[src/rtl/reg_file_host_bridge_pkg.sv]
// Shared types for the REG_FILE host bridge: default widths, command opcodes and FSM states.
package reg_file_pkg;

  localparam int unsigned ADDR_W_DEF = 8;
  localparam int unsigned DATA_W_DEF = 64;

  typedef enum logic [1:0] {
    OP_READ  = 2'b00,
    OP_WRITE = 2'b01,
    OP_FILL  = 2'b10,
    OP_DUMP  = 2'b11
  } op_e;

  typedef enum logic [2:0] {
    IDLE,
    WR,
    VFY,
    RD,
    RSP
  } state_e;

  function automatic logic op_writes(input op_e op);
    return (op == OP_WRITE) || (op == OP_FILL);
  endfunction

  // READ/WRITE are single-beat: cmd_len is ignored for them.
  function automatic logic op_multi(input op_e op);
    return (op == OP_FILL) || (op == OP_DUMP);
  endfunction

endpackage

[src/rtl/reg_file_host_bridge_if.sv]
// Host-side command/response valid-ready port of the REG_FILE host bridge.
interface reg_file_host_bridge_if #(
  parameter int unsigned ADDR_W = 8,
  parameter int unsigned DATA_W = 64
) ();
  logic              cmd_valid;
  logic              cmd_ready;
  logic [1:0]        cmd_op;
  logic [ADDR_W-1:0] cmd_addr;
  logic [ADDR_W-1:0] cmd_len;
  logic [DATA_W-1:0] cmd_wdata;
  logic              rsp_valid;
  logic              rsp_ready;
  logic [ADDR_W-1:0] rsp_addr;
  logic [DATA_W-1:0] rsp_data;
  logic              rsp_last;

  modport master (
    output cmd_valid, cmd_op, cmd_addr, cmd_len, cmd_wdata, rsp_ready,
    input  cmd_ready, rsp_valid, rsp_addr, rsp_data, rsp_last
  );

  modport slave (
    input  cmd_valid, cmd_op, cmd_addr, cmd_len, cmd_wdata, rsp_ready,
    output cmd_ready, rsp_valid, rsp_addr, rsp_data, rsp_last
  );
endinterface

[src/rtl/reg_file_host_bridge.sv]
// Host command bridge to REG_FILE: READ/WRITE/FILL/DUMP with read-back verify of every write.
module reg_file_host_bridge
  import reg_file_pkg::*;
#(
  parameter int unsigned ADDR_W = ADDR_W_DEF,
  parameter int unsigned DATA_W = DATA_W_DEF
) (
  input  logic                clock,
  input  logic                reset,
  reg_file_host_bridge_if.slave host,
  output logic                verify_err,
  output logic [ADDR_W-1:0]   reg_read_addr_1,
  input  logic [DATA_W-1:0]   reg_read_data_1,
  output logic [ADDR_W-1:0]   reg_read_addr_2,
  input  logic [DATA_W-1:0]   reg_read_data_2,
  output logic [ADDR_W-1:0]   reg_write_addr,
  output logic [DATA_W-1:0]   reg_write_data,
  output logic                reg_write_cmd
);

  state_e            r_state, w_state_nxt;
  logic [ADDR_W-1:0] r_start, r_cur, r_cnt, r_len;
  logic [ADDR_W-1:0] w_cur_nxt, w_cnt_nxt;
  logic [DATA_W-1:0] r_wdata;
  logic [ADDR_W-1:0] r_rd_addr1, r_rd_addr2, r_wr_addr;
  logic [DATA_W-1:0] r_wr_data;
  logic [ADDR_W-1:0] r_rsp_addr;
  logic [DATA_W-1:0] r_rsp_data;
  logic              r_rsp_last;
  logic              r_verify_err;
  logic              w_accept;
  op_e               w_op;
  logic [ADDR_W:0]   w_beats;

  assign w_op     = op_e'(host.cmd_op);
  assign w_accept = host.cmd_valid && (r_state == IDLE);
  assign w_beats  = {1'b0, r_len} + (ADDR_W + 1)'(1);

  always_comb begin
    w_state_nxt = r_state;
    w_cur_nxt   = r_cur;
    w_cnt_nxt   = r_cnt;
    case (r_state)
      IDLE: begin
        if (w_accept) begin
          w_cur_nxt   = host.cmd_addr;
          w_cnt_nxt   = op_multi(w_op) ? host.cmd_len : '0;
          w_state_nxt = op_writes(w_op) ? WR : RD;
        end
      end
      WR:  w_state_nxt = VFY;
      VFY: begin
        if (r_cnt != '0) begin
          w_cur_nxt   = r_cur + 1'b1;
          w_cnt_nxt   = r_cnt - 1'b1;
          w_state_nxt = WR;
        end else begin
          w_state_nxt = RSP;
        end
      end
      RD:  w_state_nxt = RSP;
      RSP: begin
        if (host.rsp_ready) begin
          if (r_rsp_last) begin
            w_state_nxt = IDLE;
          end else begin
            w_cur_nxt   = r_cur + 1'b1;
            w_cnt_nxt   = r_cnt - 1'b1;
            w_state_nxt = RD;
          end
        end
      end
      default: w_state_nxt = IDLE;
    endcase
  end

  // Port address/data registers are loaded on entry to the state that uses them, so they
  // equal r_cur during that state and otherwise hold their last value.
  always_ff @(posedge clock) begin
    if (reset) begin
      r_state      <= IDLE;
      r_start      <= '0;
      r_cur        <= '0;
      r_cnt        <= '0;
      r_len        <= '0;
      r_wdata      <= '0;
      r_rd_addr1   <= '0;
      r_rd_addr2   <= '0;
      r_wr_addr    <= '0;
      r_wr_data    <= '0;
      r_rsp_addr   <= '0;
      r_rsp_data   <= '0;
      r_rsp_last   <= 1'b0;
      r_verify_err <= 1'b0;
    end else begin
      r_state <= w_state_nxt;
      r_cur   <= w_cur_nxt;
      r_cnt   <= w_cnt_nxt;
      if (w_accept) begin
        r_start <= host.cmd_addr;
        r_len   <= op_multi(w_op) ? host.cmd_len : '0;
        r_wdata <= host.cmd_wdata;
      end
      if (w_state_nxt == WR) begin
        r_wr_addr <= w_cur_nxt;
        r_wr_data <= w_accept ? host.cmd_wdata : r_wdata;
      end
      if (w_state_nxt == VFY) r_rd_addr2 <= w_cur_nxt;
      if (w_state_nxt == RD)  r_rd_addr1 <= w_cur_nxt;
      if ((r_state == VFY) && (reg_read_data_2 != r_wdata)) r_verify_err <= 1'b1;
      if ((r_state == VFY) && (r_cnt == '0)) begin
        r_rsp_addr <= r_start;
        r_rsp_data <= {{(DATA_W - ADDR_W - 1){1'b0}}, w_beats};
        r_rsp_last <= 1'b1;
      end
      if (r_state == RD) begin
        r_rsp_addr <= r_cur;
        r_rsp_data <= reg_read_data_1;
        r_rsp_last <= (r_cnt == '0);
      end
    end
  end

  assign host.cmd_ready = (r_state == IDLE);
  assign host.rsp_valid = (r_state == RSP);
  assign host.rsp_addr  = r_rsp_addr;
  assign host.rsp_data  = r_rsp_data;
  assign host.rsp_last  = r_rsp_last;

  assign verify_err      = r_verify_err;
  assign reg_read_addr_1 = r_rd_addr1;
  assign reg_read_addr_2 = r_rd_addr2;
  assign reg_write_addr  = r_wr_addr;
  assign reg_write_data  = r_wr_data;
  assign reg_write_cmd   = (r_state == WR) && !reset;

endmodule

[src/flat_wrapper.sv]
// flat-port wrapper written by rule: the top's interface ports become plain ports
module reg_file_host_bridge_flat import reg_file_pkg::*;
#(
  parameter int unsigned ADDR_W = ADDR_W_DEF,
  parameter int unsigned DATA_W = DATA_W_DEF
)
  (clock, reset, verify_err, reg_read_addr_1, reg_read_data_1, reg_read_addr_2, reg_read_data_2, reg_write_addr, reg_write_data, reg_write_cmd, host_cmd_valid, host_cmd_op, host_cmd_addr, host_cmd_len, host_cmd_wdata, host_rsp_ready, host_cmd_ready, host_rsp_valid, host_rsp_addr, host_rsp_data, host_rsp_last);
  reg_file_host_bridge_if #(.ADDR_W(ADDR_W), .DATA_W(DATA_W)) host_i ();
  input  logic clock;
  input  logic reset;
  output logic verify_err;
  output logic [ADDR_W-1:0] reg_read_addr_1;
  input  logic [DATA_W-1:0] reg_read_data_1;
  output logic [ADDR_W-1:0] reg_read_addr_2;
  input  logic [DATA_W-1:0] reg_read_data_2;
  output logic [ADDR_W-1:0] reg_write_addr;
  output logic [DATA_W-1:0] reg_write_data;
  output logic reg_write_cmd;
  input wire logic [$bits(host_i.cmd_valid)-1:0] host_cmd_valid;
  input wire logic [$bits(host_i.cmd_op)-1:0] host_cmd_op;
  input wire logic [$bits(host_i.cmd_addr)-1:0] host_cmd_addr;
  input wire logic [$bits(host_i.cmd_len)-1:0] host_cmd_len;
  input wire logic [$bits(host_i.cmd_wdata)-1:0] host_cmd_wdata;
  input wire logic [$bits(host_i.rsp_ready)-1:0] host_rsp_ready;
  output wire logic [$bits(host_i.cmd_ready)-1:0] host_cmd_ready;
  output wire logic [$bits(host_i.rsp_valid)-1:0] host_rsp_valid;
  output wire logic [$bits(host_i.rsp_addr)-1:0] host_rsp_addr;
  output wire logic [$bits(host_i.rsp_data)-1:0] host_rsp_data;
  output wire logic [$bits(host_i.rsp_last)-1:0] host_rsp_last;
  assign host_i.cmd_valid = host_cmd_valid;
  assign host_i.cmd_op = host_cmd_op;
  assign host_i.cmd_addr = host_cmd_addr;
  assign host_i.cmd_len = host_cmd_len;
  assign host_i.cmd_wdata = host_cmd_wdata;
  assign host_i.rsp_ready = host_rsp_ready;
  assign host_cmd_ready = host_i.cmd_ready;
  assign host_rsp_valid = host_i.rsp_valid;
  assign host_rsp_addr = host_i.rsp_addr;
  assign host_rsp_data = host_i.rsp_data;
  assign host_rsp_last = host_i.rsp_last;
  reg_file_host_bridge #(.ADDR_W(ADDR_W), .DATA_W(DATA_W)) u_core (.clock(clock), .reset(reset), .host(host_i), .verify_err(verify_err), .reg_read_addr_1(reg_read_addr_1), .reg_read_data_1(reg_read_data_1), .reg_read_addr_2(reg_read_addr_2), .reg_read_data_2(reg_read_data_2), .reg_write_addr(reg_write_addr), .reg_write_data(reg_write_data), .reg_write_cmd(reg_write_cmd));
endmodule
[config.mk]
export PLATFORM = sky130hd
export DESIGN_NAME = reg_file_host_bridge_flat
export DESIGN_NICKNAME = d
export VERILOG_FILES = /design/src/rtl/reg_file_host_bridge_pkg.sv /design/src/rtl/reg_file_host_bridge_if.sv /design/src/rtl/reg_file_host_bridge.sv /design/src/flat_wrapper.sv
export SDC_FILE = /design/constraint.sdc
export NUM_CORES = 1
export LEC_CHECK = 0
export ABC_AREA = 1
export CORE_ASPECT_RATIO = 0.8
export CORE_UTILIZATION = 45
export CTS_CLUSTER_DIAMETER = 60
export DETAILED_ROUTE_END_ITERATION = 8
export PLACE_DENSITY = 0.79
export SLEW_MARGIN = 15
export SYNTH_ARGS = -nofsm -noshare
export SYNTH_HDL_FRONTEND = slang
export SYNTH_SLANG_ARGS = --single-unit
[constraint.sdc]
create_clock -name clock -period 3.2 [get_ports clock]
set_input_delay 0.64 -clock clock [delete_from_list [all_inputs] [get_ports clock]]
set_output_delay 0.64 -clock clock [all_outputs]
set_load 0.01 [all_outputs]
[Word level (Yosys, flattened, before mapping)]
Cells that the tools add are included.
Storage, ports and cells
  bits in registers: 261
  input bits: 214
  word-level logic and storage cells: 69
Cells by class
  add/subtract/negate cells: 3
  equality and inequality tests: 15
  multiplexer cells: 24
  reduce and logical (&&, ||, !) cells: 13
Operators with widths (number)
  $mux 64: 3
  $mux 8: 11
  $ne 64x64->1: 1
  $pmux 8 s3: 2
  $pmux 3 s5: 1
  $eq 3x2->1 const B: 4
  $add 8x1->9 const B: 1
  $mux 3: 3
  $add 8x1->8 const B: 1
  $logic_not 8->1: 1
  $reduce_bool 8->1: 1
  $sub 8x1->8 const B: 1
  $eq 3x1->1 const B: 2
  $reduce_and 5->1: 1
  $eq 2x2->1 const B: 2
  $logic_and 1x1->1: 4
  $mux 2: 2
  $ne 2x1->1 const B: 2
  $ne 2x2->1 const B: 2
  $eq 3x3->1 const B: 1
  $logic_not 3->1: 1
  $reduce_bool 3->1: 1
  $eq 2x1->1 const B: 1
  $logic_or 1x1->1: 2
  3 further kinds: 4

[Logic depth before layout (Yosys ltp)]
  depth in word-level cells: 6
  gate-level depth with buffers: 13

[Worst setup path before layout]
No wires, ideal clock.
  path type: in2out
  start point: input port reset
  end point: output port reg_write_cmd
  arrival: 1307 ps
  required time: 2560 ps
  path slack: 1253 ps
  stages: 3
  cell sequence: clkbuf_1 clkbuf_1 nor2_1
Between the ends
  longest elaborated chain between the ends: 2
RTL lines
  start: declaration: line flat_wrapper.sv:10  | input logic reset;
  $logic_not 1->1: line reg_file_host_bridge.sv:135  | assign reg_write_cmd = (r_state == WR) && !reset;
  $logic_and 1x1->1: line reg_file_host_bridge.sv:135
  end: declaration: line flat_wrapper.sv:18  | output logic reg_write_cmd;
Every way passes these cells.

[Worst setup path after layout]
  start point: register u_core.r_state[0]
  end point: output port reg_write_cmd
Between the ends
  longest elaborated chain between the ends: 2
RTL lines
  start: declaration: line reg_file_host_bridge.sv:21  | state_e r_state, w_state_nxt;
  start signal: assignment: line reg_file_host_bridge.sv:96  | r_state <= w_state_nxt;
  $eq 3x1->1: line reg_file_host_bridge.sv:135
  $logic_and 1x1->1: line reg_file_host_bridge.sv:135
Every way passes these cells.

==> metrics.cfg <==
[status]
status=finished, final reports clean

[layout]
final_cell_mix=457 x nand2_1, 377 x clkdlybuf4s50_1, 261 x dfxtp_1
layoutNonFillerInstCount=2262
antennaDiodeCount=0
final_common_cell=nand2_1
fillers=2090
syn_to_final_growth_pct=42.43
final_nets=2144
drive_above_1_share_pct=7.099

[clocking]
h-tree-depth=1
cts.sinks=261
post_cts_resized=0
post_cts_buffers=0
worstSkewPairLatency_ns=0.52
cts_tree=built
ctsRootBufferMaster=clkbuf_16
ctsHoldBuffers=0
cts_buffer_depth=3
cts_buffers=27
clk_pin_slew_worst_paths_ns=0.07

[global_routing]
grt_pass1_wl_um=52640
grt_max_degree=143
grt_overflow=0
grt_pass1_vias=10515
gr-usage-all-layers_pct=24.76
antenna_found_initial=0

[worst_hold_path]
hold_start=u_core.host.rsp_data[41]
min_to=u_core.host.rsp_data[41]
hold_path_depth=2
hold_path.class=reg2reg

[timing]
fin_crit_ns=2.758
drv_slew=0
min_period_over_period_pct=86.19
rsz0062_at_grt=no
hold_viol=0
fin_setup_tns_ns=0
hold_ws_ns=0.4597
tightest_slew_ns=0.8918
max_freq_ghz=0.3626
relSlewSlack_pct=40.55
setup_violations=0
fin_worst_skew_ns=0.008352

[logic_synthesis]
seq_area_frac_synth_pct=45.59
syn_area_sq_um=11460
synth_top_cells_by_area=dfxtp_1 46%, nand2_1 15%, nor2_1 8.2%, a211oi_2 6.6%, inv_1 5.2%
ys_seq_elements=261
synthFlopType=dfxtp_1
synth.avg_cell_area_sq_um=7.248
synth_top_cell_area_share_pct=45.59
async_flop_share_pct=0
yosys_warnings=0
synthCells=1581
synth_edf_count=0
yosysTopAreaCell=dfxtp_1
yosysUniqueCellTypes=37
syn-num-nets=1801

[placed_design]
gp_congestion=0.9302
dpl.cell_count=2213
portBuffers=378
dp_hpwl_um=24190

[setup_path]
cpPeakStageDelay_ns=0.57
cp.arrival_ns=2.12
critPathTopFamily=buffers and inverters
ff2ff_path_depth=10
path_class=reg2out
cp_cell_sequence=inv_1 -> nor3_2 -> buf_4 -> inv_2 -> nor2_1 -> clkdlybuf4s50_1
crit_slowest_cell=clkdlybuf4s50_1
r2r_slack_ns=0.99
timing.rr.end=u_core.reg_write_data[52]
crit_buf_inv=4
critPathMaxFanout=11
start_kind=flop
r2r-start=u_core.r_state[2]
endpoint_kind=primary output
cp_data_required_time_ns=2.56

[drt]
antenna_left=0
drt-total-wl_um=33910
num_vias=11192
drt_iter0_markers=794
viasPerCell=4.948
wire_per_inst_um=14.99
drc=0
drt_pre_antenna_iters=7

[die]
pin_count=379
coreArea_sq_um=24690
die_h_um=144.7
die_w_um=180.4
rows=51
die-area_sq_um=26110
start_util_pct=46.41

[run]
maxCapViolations=0

[power_and_ir_drop]
power.leakage_uw=0.006891
peakVddDrop_mv=0.4194
powerDensity_nw_per_um2=713.3

routing by layer:
layer  global-route usage, %  up-vias  share of wire, %
li1                        -     5670                 -
met1                   31.02     5057                42
met2                   41.37      402                46
met3                   7.082       63               8.7
met4                   7.782        0               3.3
met5                       0        -                 0
cell usage after synthesis (13+ instances only):
master	count
nand2_1	457
dfxtp_1	261
nor2_1	249
inv_1	160
o21ai_0	98
a21oi_1	92
a211oi_2	60
clkbuf_1	44
nand3_1	22
buf_2	19
xor2_1	16
buf_4	14
a31oi_1	13
sequential cells by signal, summed over array words and instances, names as in the netlist, 8 cells and up:
register,cells
u_core.host.rsp_data,64
u_core.r_start,8
u_core.r_wdata,64
u_core.r_cur,8
u_core.r_cnt,8
u_core.r_len,8
u_core.reg_read_addr_2,8
u_core.host.rsp_addr,8
u_core.reg_read_addr_1,8
u_core.reg_write_data,64
u_core.reg_write_addr,8
cell type report:
| cell class | count | area, sq um | share of cell area, % |
|---|---|---|---|
| Tap cell | 318 | 397.9 | 2.438 |
| Clock buffer | 40 | 784.5 | 4.806 |
| Inverter | 168 | 636.9 | 3.902 |
| Multi-Input combinational cell | 1071 | 5214 | 31.94 |
| Sequential cell | 261 | 5225 | 32.01 |
| Clock inverter | 9 | 98.84 | 0.6056 |
| Timing Repair Buffer | 395 | 3965 | 24.29 |
stage by stage:
stage / area, sq um / util [%] / power (uW) / worst slack [ns]
after floorplan: 11460 / - / 6799 / 1.253
after global placement: 15440 / 62.52 / 8436 / 0.4258
after detailed placement: 15440 / 62.52 / 8543 / 0.3655
after CTS: 16320 / 66.09 / 11720 / 0.4448
after global routing: 16320 / 66.09 / 12350 / 0.3109
final: 16320 / 66.09 / 11640 / 0.4420
how the worst max path moves through the flow:
stage | startpoint | to | depth (start not counted)
after floorplan | reset | reg_write_cmd | 3
after detailed placement | host_cmd_op[0] | u_core.reg_write_data[52] | 9
after CTS | u_core.r_state[0] | reg_write_cmd | 6
final | u_core.r_state[0] | reg_write_cmd | 6
after global routing | u_core.r_state[0] | reg_write_cmd | 6
after global placement | host_cmd_op[0] | u_core.reg_write_data[49] | 9
tightest hold or removal path, cell delays in order (launching register included):
cell,delay [ns]
dfxtp_1,0.31
nand2_1,0.06
a21oi_1,0.05
report_power, final:
part | switching [uW] | internal, uW | total, uW
combinational | 2340 | 1840 | 4180
clock | 1280 | 1850 | 3130
sequential | 409 | 3920 | 4330
kinds of logic (layout without fill, tap and decap cells):
kind of cell | Yosys count | count (layout) | synth area share, %
mux | 10 | 10 | 0.8735
fa+ha+maj | 6 | 6 | 0.6551
compound gates | 289 | 289 | 17.21
flops | 261 | 261 | 45.59
simple gates | 748 | 748 | 25.34
xor+xnor | 18 | 18 | 1.376
buf+inv | 249 | 612 | 8.953
No activity file was read; power rests on OpenSTA's default activity.
